`src/rtl/fifo_rd_stream_adapter_if.sv`:
```
// Signal bundle between the adapter, the FIFO read port and the downstream stream consumer.
// slave = the adapter itself; master = the environment around it (FIFO + consumer).
interface fifo_rd_stream_adapter_if #(
  parameter int WIDTH = 8
);
  // Stream handshake: a word transfers on a rising edge where out_valid && out_ready;
  // once out_valid is high it stays high with out_data stable until that transfer.
  logic             fifo_empty;
  logic [WIDTH-1:0] fifo_data_out;
  logic             fifo_r_en;
  logic             out_valid;
  logic             out_ready;
  logic [WIDTH-1:0] out_data;

  modport slave (
    input  fifo_empty, fifo_data_out, out_ready,
    output fifo_r_en, out_valid, out_data
  );

  modport master (
    output fifo_empty, fifo_data_out, out_ready,
    input  fifo_r_en, out_valid, out_data
  );
endinterface

```
`src/rtl/fifo_rd_stream_adapter.sv`:
```
// Drains a synchronous FIFO (1-cycle registered read) into a valid/ready stream through a
// small skid buffer; reads are issued from registered state only, never from out_ready.
module fifo_rd_stream_adapter #(
  parameter int WIDTH      = 8,
  parameter int SKID_DEPTH = 3,
  parameter int CNT_W      = 16
) (
  input  logic                              clk,
  input  logic                              rst,
  fifo_rd_stream_adapter_if.slave           bus,
  input  logic                              flush,
  output logic [CNT_W-1:0]                  word_cnt,
  output logic                              idle,
  output logic [$clog2(SKID_DEPTH+1)-1:0]   dbg_occ,
  output logic                              dbg_in_flight
);
  localparam int PTR_W = (SKID_DEPTH > 1) ? $clog2(SKID_DEPTH) : 1;
  localparam int OCC_W = $clog2(SKID_DEPTH + 1);
  localparam logic [PTR_W-1:0] LAST_PTR  = PTR_W'(SKID_DEPTH - 1);
  localparam logic [OCC_W:0]   DEPTH_EXT = (OCC_W + 1)'(SKID_DEPTH);

  logic [WIDTH-1:0] mem_q [SKID_DEPTH];
  logic [WIDTH-1:0] mem_d [SKID_DEPTH];
  logic [PTR_W-1:0] rd_ptr_q, rd_ptr_d;
  logic [PTR_W-1:0] wr_ptr_q, wr_ptr_d;
  logic [OCC_W-1:0] occ_q, occ_d;
  logic             in_flight_q, in_flight_d;
  logic [CNT_W-1:0] cnt_q, cnt_d;

  logic             issue;
  logic             capture;
  logic             pop;
  logic [OCC_W:0]   pending;

  function automatic logic [PTR_W-1:0] ptr_inc(input logic [PTR_W-1:0] p);
    return (p == LAST_PTR) ? '0 : p + PTR_W'(1);
  endfunction

  always_comb begin
    mem_d       = mem_q;
    rd_ptr_d    = rd_ptr_q;
    wr_ptr_d    = wr_ptr_q;
    occ_d       = occ_q;
    cnt_d       = cnt_q;

    // Buffered plus in-flight words bound the issue, so the buffer can never overflow.
    pending     = {1'b0, occ_q} + (OCC_W + 1)'(in_flight_q);
    issue       = !rst && !flush && !bus.fifo_empty && (pending < DEPTH_EXT);
    capture     = in_flight_q && !flush;
    pop         = (occ_q != '0) && bus.out_ready;
    in_flight_d = issue;

    if (capture) begin
      mem_d[wr_ptr_q] = bus.fifo_data_out;
      wr_ptr_d        = ptr_inc(wr_ptr_q);
    end
    if (pop) begin
      rd_ptr_d = ptr_inc(rd_ptr_q);
      cnt_d    = cnt_q + CNT_W'(1);
    end
    if (capture && !pop) begin
      occ_d = occ_q + OCC_W'(1);
    end else if (!capture && pop) begin
      occ_d = occ_q - OCC_W'(1);
    end

    // A flush still counts the word handed over in the same cycle.
    if (flush) begin
      occ_d    = '0;
      rd_ptr_d = '0;
      wr_ptr_d = '0;
    end
  end

  always_ff @(posedge clk) begin
    if (rst) begin
      for (int i = 0; i < SKID_DEPTH; i++) begin
        mem_q[i] <= '0;
      end
      rd_ptr_q    <= '0;
      wr_ptr_q    <= '0;
      occ_q       <= '0;
      in_flight_q <= 1'b0;
      cnt_q       <= '0;
    end else begin
      mem_q       <= mem_d;
      rd_ptr_q    <= rd_ptr_d;
      wr_ptr_q    <= wr_ptr_d;
      occ_q       <= occ_d;
      in_flight_q <= in_flight_d;
      cnt_q       <= cnt_d;
    end
  end

  always_ff @(posedge clk) begin
    if (!rst) begin
      assert (occ_q <= OCC_W'(SKID_DEPTH));
    end
  end

  assign bus.fifo_r_en  = issue;
  assign bus.out_valid  = (occ_q != '0);
  assign bus.out_data   = mem_q[rd_ptr_q];
  assign word_cnt       = cnt_q;
  assign idle           = (occ_q == '0) && !in_flight_q && bus.fifo_empty;
  assign dbg_occ        = occ_q;
  assign dbg_in_flight  = in_flight_q;
endmodule

```
`src/flat_wrapper.sv`:
```
// flat-port wrapper written by rule: the top's interface ports become plain ports
module fifo_rd_stream_adapter_flat 
#(
  parameter int WIDTH      = 8,
  parameter int SKID_DEPTH = 3,
  parameter int CNT_W      = 16
)
  (clk, rst, flush, word_cnt, idle, dbg_occ, dbg_in_flight, bus_fifo_empty, bus_fifo_data_out, bus_out_ready, bus_fifo_r_en, bus_out_valid, bus_out_data);
  fifo_rd_stream_adapter_if #(.WIDTH(WIDTH)) bus_i ();
  input  logic clk;
  input  logic rst;
  input  logic flush;
  output logic [CNT_W-1:0] word_cnt;
  output logic idle;
  output logic [$clog2(SKID_DEPTH+1)-1:0] dbg_occ;
  output logic dbg_in_flight;
  input wire logic [$bits(bus_i.fifo_empty)-1:0] bus_fifo_empty;
  input wire logic [$bits(bus_i.fifo_data_out)-1:0] bus_fifo_data_out;
  input wire logic [$bits(bus_i.out_ready)-1:0] bus_out_ready;
  output wire logic [$bits(bus_i.fifo_r_en)-1:0] bus_fifo_r_en;
  output wire logic [$bits(bus_i.out_valid)-1:0] bus_out_valid;
  output wire logic [$bits(bus_i.out_data)-1:0] bus_out_data;
  assign bus_i.fifo_empty = bus_fifo_empty;
  assign bus_i.fifo_data_out = bus_fifo_data_out;
  assign bus_i.out_ready = bus_out_ready;
  assign bus_fifo_r_en = bus_i.fifo_r_en;
  assign bus_out_valid = bus_i.out_valid;
  assign bus_out_data = bus_i.out_data;
  fifo_rd_stream_adapter #(.WIDTH(WIDTH), .SKID_DEPTH(SKID_DEPTH), .CNT_W(CNT_W)) u_core (.clk(clk), .rst(rst), .bus(bus_i), .flush(flush), .word_cnt(word_cnt), .idle(idle), .dbg_occ(dbg_occ), .dbg_in_flight(dbg_in_flight));
endmodule
```
`config.mk`:
```
export PLATFORM = sky130hd
export DESIGN_NAME = fifo_rd_stream_adapter_flat
export DESIGN_NICKNAME = d
export VERILOG_FILES = /design/src/rtl/fifo_rd_stream_adapter_if.sv /design/src/rtl/fifo_rd_stream_adapter.sv /design/src/flat_wrapper.sv
export SDC_FILE = /design/constraint.sdc
export NUM_CORES = 1
export LEC_CHECK = 0
export CAP_MARGIN = 5
export CORE_AREA = 5 5 71 73
export CTS_BUF_LIST = sky130_fd_sc_hd__clkbuf_8
export CTS_CLUSTER_SIZE = 12
export DETAILED_ROUTE_END_ITERATION = 10
export DIE_AREA = 0 0 76 78
export PLACE_DENSITY = 0.77
export SYNTH_ARGS = -nofsm -noshare
export SYNTH_HDL_FRONTEND = slang
export SYNTH_SLANG_ARGS = --single-unit
```
`constraint.sdc`:
```
create_clock -name clk -period 2.6 [get_ports clk]
set_clock_uncertainty 0.1 [all_clocks]
set_input_delay 0.52 -clock clk [delete_from_list [all_inputs] [get_ports clk]]
set_output_delay 0.52 -clock clk [all_outputs]
set_load 0.05 [all_outputs]
```
After elaboration in Yosys (flattened, before gate mapping)
Cells that the tools add are included.
{"block": "totals", "register_bits": 47, "romBits": 0, "latch_bits": 0, "wordCells": 52, "mem_count": 0, "ramBits": 0, "out_inout_bits": 30}
{"block": "op_classes", "n_shift": 0, "mul": 0, "addsub": 6, "reduce_logical": 20, "n_lt_le_gt_ge": 4, "mux": 10, "n_eq_ne": 2, "div": 0, "bitwise": 2}
{"cell": "$bwmux W24", "n": 1}
{"cell": "$mux W8", "n": 3}
{"cell": "$add A16 B1 Y16 const B", "n": 1}
{"cell": "$bmux W8 S2", "n": 1}
{"cell": "$demux W8 S2", "n": 1}
{"cell": "$logic_and A1 B1 Y1", "n": 10}
{"cell": "$mux W2", "n": 4}
{"cell": "$add A2 B1 Y2 const B", "n": 3}
{"cell": "$ge A3 B3 Y1 const B", "n": 2}
{"cell": "$logic_not A1 Y1", "n": 6}
{"cell": "$not A2 Y3", "n": 2}
{"cell": "$eq A2 B2 Y1 const B", "n": 2}
{"cell": "$reduce_bool A2 Y1", "n": 2}
{"cell": "$add A2 B1 Y3", "n": 1}
{"cell": "$lt A3 B1 Y1 const B", "n": 1}
{"cell": "$lt A3 B2 Y1 const B", "n": 1}
{"cell": "$logic_not A2 Y1", "n": 1}
{"cell": "$reduce_or A2 Y1", "n": 1}
{"cell": "$sub A2 B1 Y2 const B", "n": 1}

Longest topological paths before layout
Gate-level depths: netlist of the first run.
{"block": "logic_depth", "depth_word": 6, "mapped_depth": 6}

Worst setup path after synthesis of the first run
OpenSTA, ideal clock, no wires.
{"block": "synth_timing", "path_kind": "register to output", "start": "register u_core.in_flight_q (netlist: u_core.dbg_in_flight)", "end": "output bus_fifo_r_en", "arrival_time_ps": 3644, "path_stages_with_launch": 4, "setup_slack_ps": -1664, "path_buffers": 0, "required_ps": 1980, "cell_sequence": "dfxtp_1 > ha_1 > ha_1 > a2111oi_0"}
{"block": "synth_between", "elab_chain_cells": 3}
{"element": "from (decl)", "line_no": "fifo_rd_stream_adapter.sv:27", "text": "logic in_flight_q, in_flight_d;"}
{"element": "from (signal assigned)", "line_no": "fifo_rd_stream_adapter.sv:90", "text": "in_flight_q <= in_flight_d;"}
{"element": "$add A2 B1 Y3", "line_no": "fifo_rd_stream_adapter.sv:47", "text": "pending = {1'b0, occ_q} + (OCC_W + 1)'(in_flight_q);"}
{"element": "$lt A3 B2 Y1", "line_no": "fifo_rd_stream_adapter.sv:48", "text": "issue = !rst && !flush && !bus.fifo_empty && (pending < DEPTH_EXT);"}
{"element": "$logic_and A1 B1 Y1", "line_no": "fifo_rd_stream_adapter.sv:48"}
{"element": "to (decl)", "line_no": "flat_wrapper.sv:20", "text": "output wire logic [$bits(bus_i.fifo_r_en)-1:0] bus_fifo_r_en;"}
Every way passes these cells.

Worst setup path in the final report of the first run
{"block": "layout_timing", "start": "register u_core.occ_q[0] (netlist: u_core.dbg_occ[0])", "end": "output bus_fifo_r_en"}
{"block": "layout_between", "elab_chain_cells": 3}
{"element": "from (decl)", "line_no": "fifo_rd_stream_adapter.sv:26", "text": "logic [OCC_W-1:0] occ_q, occ_d;"}
{"element": "from (signal assigned)", "line_no": "fifo_rd_stream_adapter.sv:82", "text": "occ_q <= '0;"}
{"element": "from (signal assigned)", "line_no": "fifo_rd_stream_adapter.sv:89", "text": "occ_q <= occ_d;"}
{"element": "$add A2 B1 Y3", "line_no": "fifo_rd_stream_adapter.sv:47"}
{"element": "$lt A3 B2 Y1", "line_no": "fifo_rd_stream_adapter.sv:48"}
{"element": "$logic_and A1 B1 Y1", "line_no": "fifo_rd_stream_adapter.sv:48"}
Every way passes these cells.

==> summary.txt, run 1 <==
DIE HEIGHT: 78 um
area grow syn2layout: 33.2%
Post-Syn Nets: 256
outcome: complete, no violations
Root Buffer: clkbuf_8
Ys Warns: 0
grt peak-use layer: met2
first-pass GRT wire length: 8.44 mm
FFs w/ async S/R, synth: 0%
Detailed Routing Iterations Pass 1: 4
drt wl/cell: 14.1 um
worst vdd ir: 0.000283 V
GRT Residual Overflow: 0
sequential power share: 57.1%
met3 Track Usage GR: 4.17%
Worst Setup Start Kind: flip-flop
top_reg_cell synth: dfxtp_1
Synth Area per Inst: 8.83 um^2
Mapped Area: 2110 um^2
top-area cell type share of the netlist area: 44.6%
clk slew on worst S/H paths: 0.08 ns
PwrDens: 455 nW/um^2
CP arrival: 1.81 ns
leading area contributor after synthesis: dfxtp_1
Final Cycle Share: 93.5%
Global Route met1 Usage: 20.4%
Max Cap Viol: 0
io pins: 43
slew margin rel.: 66.9%
Hold WC Path Type: reg2reg
setup ws final: 0.168 ns
Cells after Synth: 239
Hold WS: 0.359 ns
Worst Setup End Kind: primary output
clock sink count: 47
1st-iter DRT viols: 114
vias in the first global route: 1880
nets@finish: 302
Slew Viols, Final: 0
Logic pwr share: 9.0%
static leakage: 0.997 nW
crit path time final: 2.43 ns
via count: 1806
largest net degree at the start of global routing: 41
unrepaired setup endpoints after global routing: no
CORE AREA: 4290 um^2
initial core utilization: 49.2%
pre-CTS worst setup slack: 0.135 ns
GP Congestion: 0.772
fraction of layout cells with a size suffix above 1: 12.3%
DP Area: 2710 um^2
DRT Wirelength: 4.74 mm
post-DP HPWL: 3.30 mm
GRT Total Usage: 17.1%
Seq/Total Area, Yosys: 44.6%
final setup fails: 0
clk buf depth: 2
slowest stage cell, crit path: a2111oi_4
min-delay src: u_core.mem_q[20]$_SDFFE_PP0P_
Crit Path Max Fanout: 8
Num CTS Buffers: 5
register bit count reported by yosys: 47
met2 Use GR: 28.8%
NetSw: 295 uW
die area: 5930 um^2
H-Tree Depth: 2
Netlist cell types: 36
final instance area: 2810 um^2
antenna-violating nets left: 0
WP data required: 1.98 ns
DRC violations left: 0
number of port buffers: 42
initial antenna violation count: 0
Worst path most repeated cell: ha_1
Cell Chain, Critical Path: ha_1, ha_1, a2111oi_4, buf_12
Worst Tran Pin Value: 0.484 ns
Pint: 984 uW
synth top area cells: dfxtp_1 45%, mux2i_1 12%, nor2_1 5.7%
die width: 76 um
Setup crit start: u_core.dbg_occ[0]$_SDFFE_PP0P_
TritonCTS clock tree: yes
FMAX: 411 MHz
Critical R2R Launch: u_core.dbg_occ[0]$_SDFFE_PP0P_
worst skew pair latency: 0.29 ns
Diodes inserted: 0
switching part of the total: 23.1%
largest stage delay on the critical path: 0.41 ns
clock share of power: 33.9%
Final Hold Vio Count: 0
Rows: 24
WS Path Type: reg2out
Post-synth EDFFs: 0
Vias/cell: 5.36
[worst max-delay path: cells and delay by family, from the launching register on]
kind | cells | cell delay, ns
flip-flops | 1 | 0.38
buffers and inverters | 1 | 0.18
AO/OA/AOI/OAI | 1 | 0.41
adder cells (fa/ha/maj) | 2 | 0.54
[state kept, by name, summed over array words and instances (netlist names)]
register and count:
u_core.dbg_in_flight 1, u_core.dbg_occ 2, u_core.mem_q 24, u_core.rd_ptr_q 2, u_core.word_cnt 16, u_core.wr_ptr_q 2
[cell usage after synthesis (2+ instances only)]
| cell type | number |
|---|---|
| nand3b_1 | 2 |
| nand3_1 | 7 |
| or2_2 | 2 |
| clkbuf_1 | 8 |
| o21ai_0 | 10 |
| mux2i_1 | 26 |
| nor4_1 | 2 |
| buf_2 | 3 |
| ha_1 | 4 |
| dfxtp_1 | 47 |
| nand2_1 | 29 |
| xnor2_1 | 5 |
| or3_1 | 4 |
| nand4_1 | 2 |
| a21oi_1 | 17 |
| nor3b_1 | 3 |
| and3_1 | 5 |
| nor2_1 | 32 |
| nor3_1 | 4 |
| inv_1 | 4 |
| xor2_1 | 7 |
| a2111oi_0 | 2 |
[final cells by class]
| type | instances | area (um^2) |
|---|---|---|
| tap | 52 | 65.1 |
| sequential | 47 | 942 |
| multi-input combinational | 176 | 1130 |
| timing repair buffer | 51 | 576 |
| clock buffer | 6 | 82.6 |
| clock inverter | 1 | 5.00 |
| inverter | 4 | 15.0 |
| fill | 366 | 1480 |
[per-stage QoR]
| stage | total power, mW | cells | setup TNS, ns | utilization (%) |
|---|---|---|---|---|
| finish | 1.28 | 337 | 0 | 65.5 |
| global route | 1.33 | 337 | 0 | 65.5 |
| CTS | 1.29 | 337 | 0 | 65.2 |
| detailed placement | 0.861 | 330 | 0 | 63.1 |
| global placement | 0.860 | 330 | 0 | 63.1 |
| floorplan | 0.803 | 239 | -0.343 | - |
[final timing paths]
kind                                      to  slack [ns]  cells past startpoint
max                            bus_fifo_r_en        0.17                      4
min            u_core.mem_q[20]$_SDFFE_PP0P_        0.36                      2
max reg2reg  u_core.dbg_in_flight$_SDFF_PP0_        0.91                      3
min reg2reg    u_core.mem_q[20]$_SDFFE_PP0P_        0.36                      2
[power by group through the flow]
stage | registers, mW | logic (mW) | clock network, mW
after floorplan | 0.752 | 0.0509 | 0
after global placement | 0.747 | 0.113 | 0
after detailed placement | 0.747 | 0.114 | 0
after CTS | 0.730 | 0.114 | 0.445
after global routing | 0.731 | 0.124 | 0.476
final | 0.730 | 0.116 | 0.434
[cell usage in the layout, fill, tap and decap left out, types with 2 or more instances in the layout]
| master | n |
|---|---|
| dfxtp_1 | 46 |
| nor2_1 | 32 |
| clkdlybuf4s50_1 | 32 |
| nand2_1 | 29 |
| mux2i_1 | 26 |
| a21oi_1 | 17 |
| o21ai_0 | 10 |
| buf_4 | 10 |
| buf_12 | 9 |
| nand3_1 | 7 |
| xor2_1 | 7 |
| clkbuf_8 | 6 |
| and3_1 | 5 |
| xnor2_1 | 5 |
| inv_1 | 4 |
| nor3_1 | 4 |
| or3_1 | 4 |
| ha_1 | 4 |
| or2_2 | 2 |
| nand4_1 | 2 |
| nand3b_1 | 2 |
| nor3b_1 | 2 |
| nor4_1 | 2 |
[timing repair]
action / in CTS / in global routing
resized for setup: 0 / 2
hold buffers: 0 / 0
setup buffers: 0 / 0
endpoints found under the setup margin: 0 / 1
[cells by family (layout without fill, tap and decap cells)]
kind of cell	Yosys count	in the layout	synth area share, %
and+or+nand+nor	98	98	22.3
DFF	47	47	44.6
AOI/OAI and AO/OA	36	36	10.2
muxes	26	26	12.3
buffers and inverters	16	62	3.20
xor gates and xnor gates	12	12	4.98
adders and majority gates	4	4	2.37
[layer usage]
metal  wire (um)  part of all wire, %
met2        2360                   50
met1        2100                   44
met4          72                  1.5
met5           0                    0
met3         199                  4.2
No activity file was read; power rests on OpenSTA's default activity.
==> run 2: changes to the inputs <==
==> constraint.sdc (replaced) <==
create_clock -name clk -period 2.6 [get_ports clk]
set_clock_uncertainty 0.1 [all_clocks]
set_input_delay 0.26 -clock clk [delete_from_list [all_inputs] [get_ports clk]]
set_output_delay 0.26 -clock clk [all_outputs]
set_load 0.05 [all_outputs]
==> summary.txt, run 2 (synthesis results as in run 1) <==
Worst Setup End Kind: primary output (unchanged)
hold buffers post-CTS: 0 (unchanged)
initial core utilization: 49.2% (unchanged)
drt wl/cell: 13.5 um (was 14.1 um)
R2R cell count: 4 (was 3)
unrepaired setup endpoints after global routing: no (unchanged)
GP Congestion: 0.778 (was 0.772)
largest net degree at the start of global routing: 41 (unchanged)
io pins: 43 (unchanged)
antenna-violating nets left: 0 (unchanged)
Worst Tran Pin Value: 0.541 ns (was 0.484 ns)
WP data required: 2.24 ns (was 1.98 ns)
die width: 76 um (unchanged)
1st-iter DRT viols: 103 (was 114)
multi-input logic area: 1110 um^2 (was 1130 um^2)
Global Route met1 Usage: 19.3% (was 20.4%)
grt peak-use layer: met2 (unchanged)
slew margin rel.: 63.7% (was 66.9%)
Final Hold Vio Count: 0 (unchanged)
FMAX: 411 MHz (about the same)
clk buf depth: 2 (unchanged)
setup ws final: 0.164 ns (was 0.168 ns)
PostCTS Resize Cnt: 0 (unchanged)
commonest cells after routing, fill and taps aside: 47 x dfxtp_1, 34 x clkdlybuf4s50_1, 32 x nor2_1 (was 46 x dfxtp_1, 32 x nor2_1, 32 x clkdlybuf4s50_1)
Worst Setup Start Kind: flip-flop (unchanged)
crit path time final: 2.44 ns (was 2.43 ns)
Slew Viols, Final: 0 (unchanged)
max FFs per register: 24 (unchanged)
final instance area: 2690 um^2 (was 2810 um^2)
Post-CTS Repair Setup Buffers: 0 (unchanged)
Max Cap Viol: 0 (unchanged)
clk slew on worst S/H paths: 0.08 ns (about the same)
CORE AREA: 4290 um^2 (unchanged)
post-layout util: 62.7% (was 65.5%)
Worst Hold Path EP: u_core.mem_q[18]$_SDFFE_PP0P_ (was u_core.mem_q[20]$_SDFFE_PP0P_)
WS Path Type: reg2out (unchanged)
final setup fails: 0 (unchanged)
static leakage: 0.963 nW (was 0.997 nW)
worst vdd ir: 0.000325 V (was 0.000283 V)
Rows: 24 (unchanged)
fraction of layout cells with a size suffix above 1: 10.2% (was 12.3%)
H-Tree Depth: 2 (unchanged)
Critical R2R Launch: u_core.dbg_occ[0]$_SDFFE_PP0P_ (unchanged)
pre-CTS worst setup slack: 0.475 ns (was 0.135 ns)
first-pass GRT wire length: 8.02 mm (was 8.44 mm)
Diodes inserted: 0 (unchanged)
met2 Use GR: 28.0% (was 28.8%)
Most flops, register: u_core.mem_q (unchanged)
vias in the first global route: 1767 (was 1880)
Hold WC Path Type: reg2reg (unchanged)
TritonCTS clock tree: yes (unchanged)
area grow syn2layout: 27.6% (was 33.2%)
Num CTS Buffers: 5 (unchanged)
Crit Path Max Fanout: 8 (unchanged)
DIE HEIGHT: 78 um (unchanged)
GRT Residual Overflow: 0 (unchanged)
hold path depth: 2 (unchanged)
met3 Track Usage GR: 4.40% (was 4.17%)
die area: 5930 um^2 (unchanged)
Detailed Routing Iterations Pass 1: 4 (unchanged)
nets@finish: 299 (was 302)
PwrDens: 483 nW/um^2 (was 455 nW/um^2)
TNS Setup: 0 ns (unchanged)
worst r2r dst: u_core.dbg_occ[1]$_SDFFE_PP0P_ (was u_core.dbg_in_flight$_SDFF_PP0_)
DP Area: 2590 um^2 (was 2710 um^2)
most common cell after layout, fill and taps aside: dfxtp_1 (unchanged)
worst skew pair latency: 0.29 ns (about the same)
GRT Total Usage: 16.2% (was 17.1%)
min-delay src: u_core.mem_q[18]$_SDFFE_PP0P_ (was u_core.mem_q[20]$_SDFFE_PP0P_)
Vias/cell: 5.36 (about the same)
number of port buffers: 42 (unchanged)
outcome: complete, no violations (unchanged)
# fillers: 362 (was 366)
via count: 1795 (was 1806)
R2R Setup Slk: 0.64 ns (was 0.91 ns)
initial antenna violation count: 0 (unchanged)
DRT Wirelength: 4.54 mm (was 4.74 mm)
CP arrival: 2.08 ns (was 1.81 ns)
DRC violations left: 0 (unchanged)
register area: 941 um^2 (was 942 um^2)
post-DP HPWL: 3.24 mm (was 3.30 mm)
Root Buffer: clkbuf_8 (unchanged)
clock sink count: 47 (unchanged)
Final Cycle Share: 93.7% (was 93.5%)
## run 2: worst max path at each step
stage	from	endpoint	slack, ns
final	u_core.dbg_occ[0]$_SDFFE_PP0P_	idle	0.16
after global routing	u_core.dbg_occ[0]$_SDFFE_PP0P_	idle	0.07
after CTS	u_core.dbg_occ[0]$_SDFFE_PP0P_	idle	0.15
after detailed placement	bus_fifo_empty	idle	0.48
after global placement	bus_fifo_empty	idle	0.50
after floorplan	u_core.dbg_in_flight$_SDFF_PP0_	bus_fifo_r_en	-0.08
## run 2: power by group
part           switching [mW]  internal [mW]  total [mW]  leakage, nW
logic                  0.0599         0.0413       0.101        0.529
registers             0.00627          0.724       0.730        0.379
clock network           0.229          0.239       0.468       0.0557
total                   0.295           1.00        1.30        0.963
## run 2: layer usage
metal	up-vias	routed length [um]
met1	849	2050
met3	7	184
met4	0	53
met5	-	0
met2	29	2250
li1	910	-
## run 2: area by class of cell
class                      instances  share of cell area [%]
clock buffer                       7                    3.58
clock inverter                     1                   0.139
inverter                           4                   0.558
multi-input combinational        176                    41.4
sequential                        47                    34.9
tap                               52                    2.42
timing repair buffer              48                    17.0
## run 2: critical path, cell delays in order, from the launching register on
cell and delay, ns:
dfxtp_1 0.41, or2_2 0.37, nor3b_2 0.18, clkdlybuf4s50_1 0.82
## run 2: per-stage QoR
step           power (mW)  cells  hold WS, ns
6_report             1.30    335        0.356
5_1_grt              1.35    335        0.388
4_1_cts              1.31    335        0.358
3_5_place_dp        0.849    327        0.347
2_1_floorplan       0.803    239        0.243
3_3_place_gp        0.847    327        0.342
==> run 3: changes to the inputs <==
Settings changed: SETUP_SLACK_MARGIN from default to 0.1.
==> summary.txt, run 3 (synthesis results as in run 1) <==
outcome: complete, no violations (unchanged)
clk buf depth: 2 (unchanged)
initial antenna violation count: 0 (unchanged)
Worst Setup Start Kind: flip-flop (unchanged)
Pint: 1.00 mW (about the same)
TNS Setup: 0 ns (unchanged)
NetSw: 295 uW (about the same)
CP arrival: 1.95 ns (was 2.08 ns)
vias in the first global route: 1767 (unchanged)
Root Buffer: clkbuf_8 (unchanged)
die width: 76 um (unchanged)
worst skew pair latency: 0.29 ns (about the same)
TritonCTS clock tree: yes (unchanged)
post-DP HPWL: 3.24 mm (unchanged)
Final Cycle Share: 89.0% (was 93.7%)
Final Hold Vio Count: 0 (unchanged)
via count: 1795 (unchanged)
drt wl/cell: 13.5 um (about the same)
antenna-violating nets left: 0 (unchanged)
Vias/cell: 5.36 (unchanged)
1st-iter DRT viols: 108 (was 103)
CORE AREA: 4290 um^2 (unchanged)
first-pass GRT wire length: 8.02 mm (unchanged)
initial core utilization: 49.2% (unchanged)
WP data required: 2.24 ns (about the same)
H-Tree Depth: 2 (unchanged)
Worst Tran Pin Value: 0.541 ns (unchanged)
Diodes inserted: 0 (unchanged)
FMAX: 432 MHz (was 411 MHz)
Rows: 24 (unchanged)
unrepaired setup endpoints after global routing: no (unchanged)
Crit Path Max Fanout: 12 (was 8)
slew margin rel.: 63.7% (unchanged)
clk slew on worst S/H paths: 0.08 ns (about the same)
static leakage: 0.974 nW (was 0.963 nW)
DRT Wirelength: 4.54 mm (about the same)
largest net degree at the start of global routing: 41 (unchanged)
area grow syn2layout: 27.7% (was 27.6%)
PwrDens: 482 nW/um^2 (was 483 nW/um^2)
DRC violations left: 0 (unchanged)
GRT Total Usage: 16.2% (unchanged)
final setup fails: 0 (unchanged)
GRT Residual Overflow: 0 (unchanged)
switching part of the total: 22.7% (about the same)
Hold WC Path Type: reg2reg (unchanged)
commonest cells after routing, fill and taps aside: 47 x dfxtp_1, 33 x clkdlybuf4s50_1, 32 x nor2_1 (was 47 x dfxtp_1, 34 x clkdlybuf4s50_1, 32 x nor2_1)
WS Path Type: reg2out (unchanged)
crit path time final: 2.31 ns (was 2.44 ns)
clock share of power: 36.0% (about the same)
fraction of layout cells with a size suffix above 1: 10.2% (unchanged)
Detailed Routing Iterations Pass 1: 4 (unchanged)
Most flops, register: u_core.mem_q (unchanged)
most common cell after layout, fill and taps aside: dfxtp_1 (unchanged)
Logic pwr share: 7.8% (about the same)
number of port buffers: 42 (unchanged)
dpl cells: 327 (unchanged)
Worst Setup End Kind: primary output (unchanged)
Slew Viols, Final: 0 (unchanged)
Num CTS Buffers: 5 (unchanged)
worst vdd ir: 0.000325 V (unchanged)
sequential power share: 56.2% (about the same)
DIE HEIGHT: 78 um (unchanged)
max FFs per register: 24 (unchanged)
die area: 5930 um^2 (unchanged)
nets@finish: 299 (unchanged)
hold buffers post-CTS: 0 (unchanged)
fin cells: 335 (unchanged)
io pins: 43 (unchanged)
clock sink count: 47 (unchanged)
Max Cap Viol: 0 (unchanged)
GP Congestion: 0.778 (unchanged)
## run 3: changes by cell type in the layout (fill, tap and decap cells not counted), sizes merged
cell,change
clkdlybuf4s50,-1
dlymetal6s2s,+1
## run 3: layer usage
metal	share of wire [%]	up-vias	global-route usage, %
li1	-	910	-
met1	45	849	19.3
met2	50	29	28.0
met3	4.1	7	4.40
met4	1.2	0	5.34
met5	0	-	0
## run 3: critical path: stages, from the launching register on
cell and delay (ns):
dfxtp_1 0.58, nand2_1 0.09, o22ai_1 0.16, clkdlybuf4s50_1 0.83
## run 3: per-stage QoR
stage	setup WS [ns]	area (um^2)	hold slack (ns)	power (mW)	utilization [%]
2_1_floorplan	-0.0830	2120	0.243	0.803	-
3_3_place_gp	0.503	2590	0.342	0.847	60.4
3_5_place_dp	0.475	2590	0.347	0.849	60.4
4_1_cts	0.153	2690	0.358	1.31	62.7
5_1_grt	0.174	2700	0.388	1.35	62.8
6_report	0.286	2700	0.356	1.30	62.8
## run 3: repair_timing
| action | CTS | global route |
|---|---|---|
| gates resized for setup | 0 | 1 |
| setup endpoints to repair | 0 | 1 |
| buffers inserted | 0 | 0 |
## run 3: power by group through the flow
stage | logic [mW] | registers (mW) | clock network (mW)
final | 0.101 | 0.730 | 0.468
after global routing | 0.109 | 0.732 | 0.513
after CTS | 0.102 | 0.731 | 0.479
after detailed placement | 0.102 | 0.748 | 0
after global placement | 0.100 | 0.747 | 0
after floorplan | 0.0509 | 0.752 | 0
## run 3: worst paths after layout
check / startpoint / to / slack (ns) / cells after the start
worst max-delay path: u_core.rd_ptr_q[0]$_SDFFE_PP0P_ / bus_out_data[7] / 0.29 / 3
worst min-delay path: u_core.mem_q[18]$_SDFFE_PP0P_ / u_core.mem_q[18]$_SDFFE_PP0P_ / 0.36 / 2
worst max register to register: u_core.dbg_occ[0]$_SDFFE_PP0P_ / u_core.dbg_occ[1]$_SDFFE_PP0P_ / 0.64 / 4
worst min register to register: u_core.mem_q[18]$_SDFFE_PP0P_ / u_core.mem_q[18]$_SDFFE_PP0P_ / 0.36 / 2
## run 3: cell type report
| type | instances | area [um^2] |
|---|---|---|
| fillers | 361 | 1600 |
| multi-input cells | 176 | 1110 |
| flip-flops and latches | 47 | 941 |
| repair buffers | 48 | 460 |
| clock buffers | 7 | 96.3 |
| well taps | 52 | 65.1 |
| inverters | 4 | 15.0 |
| clock inverters | 1 | 3.75 |
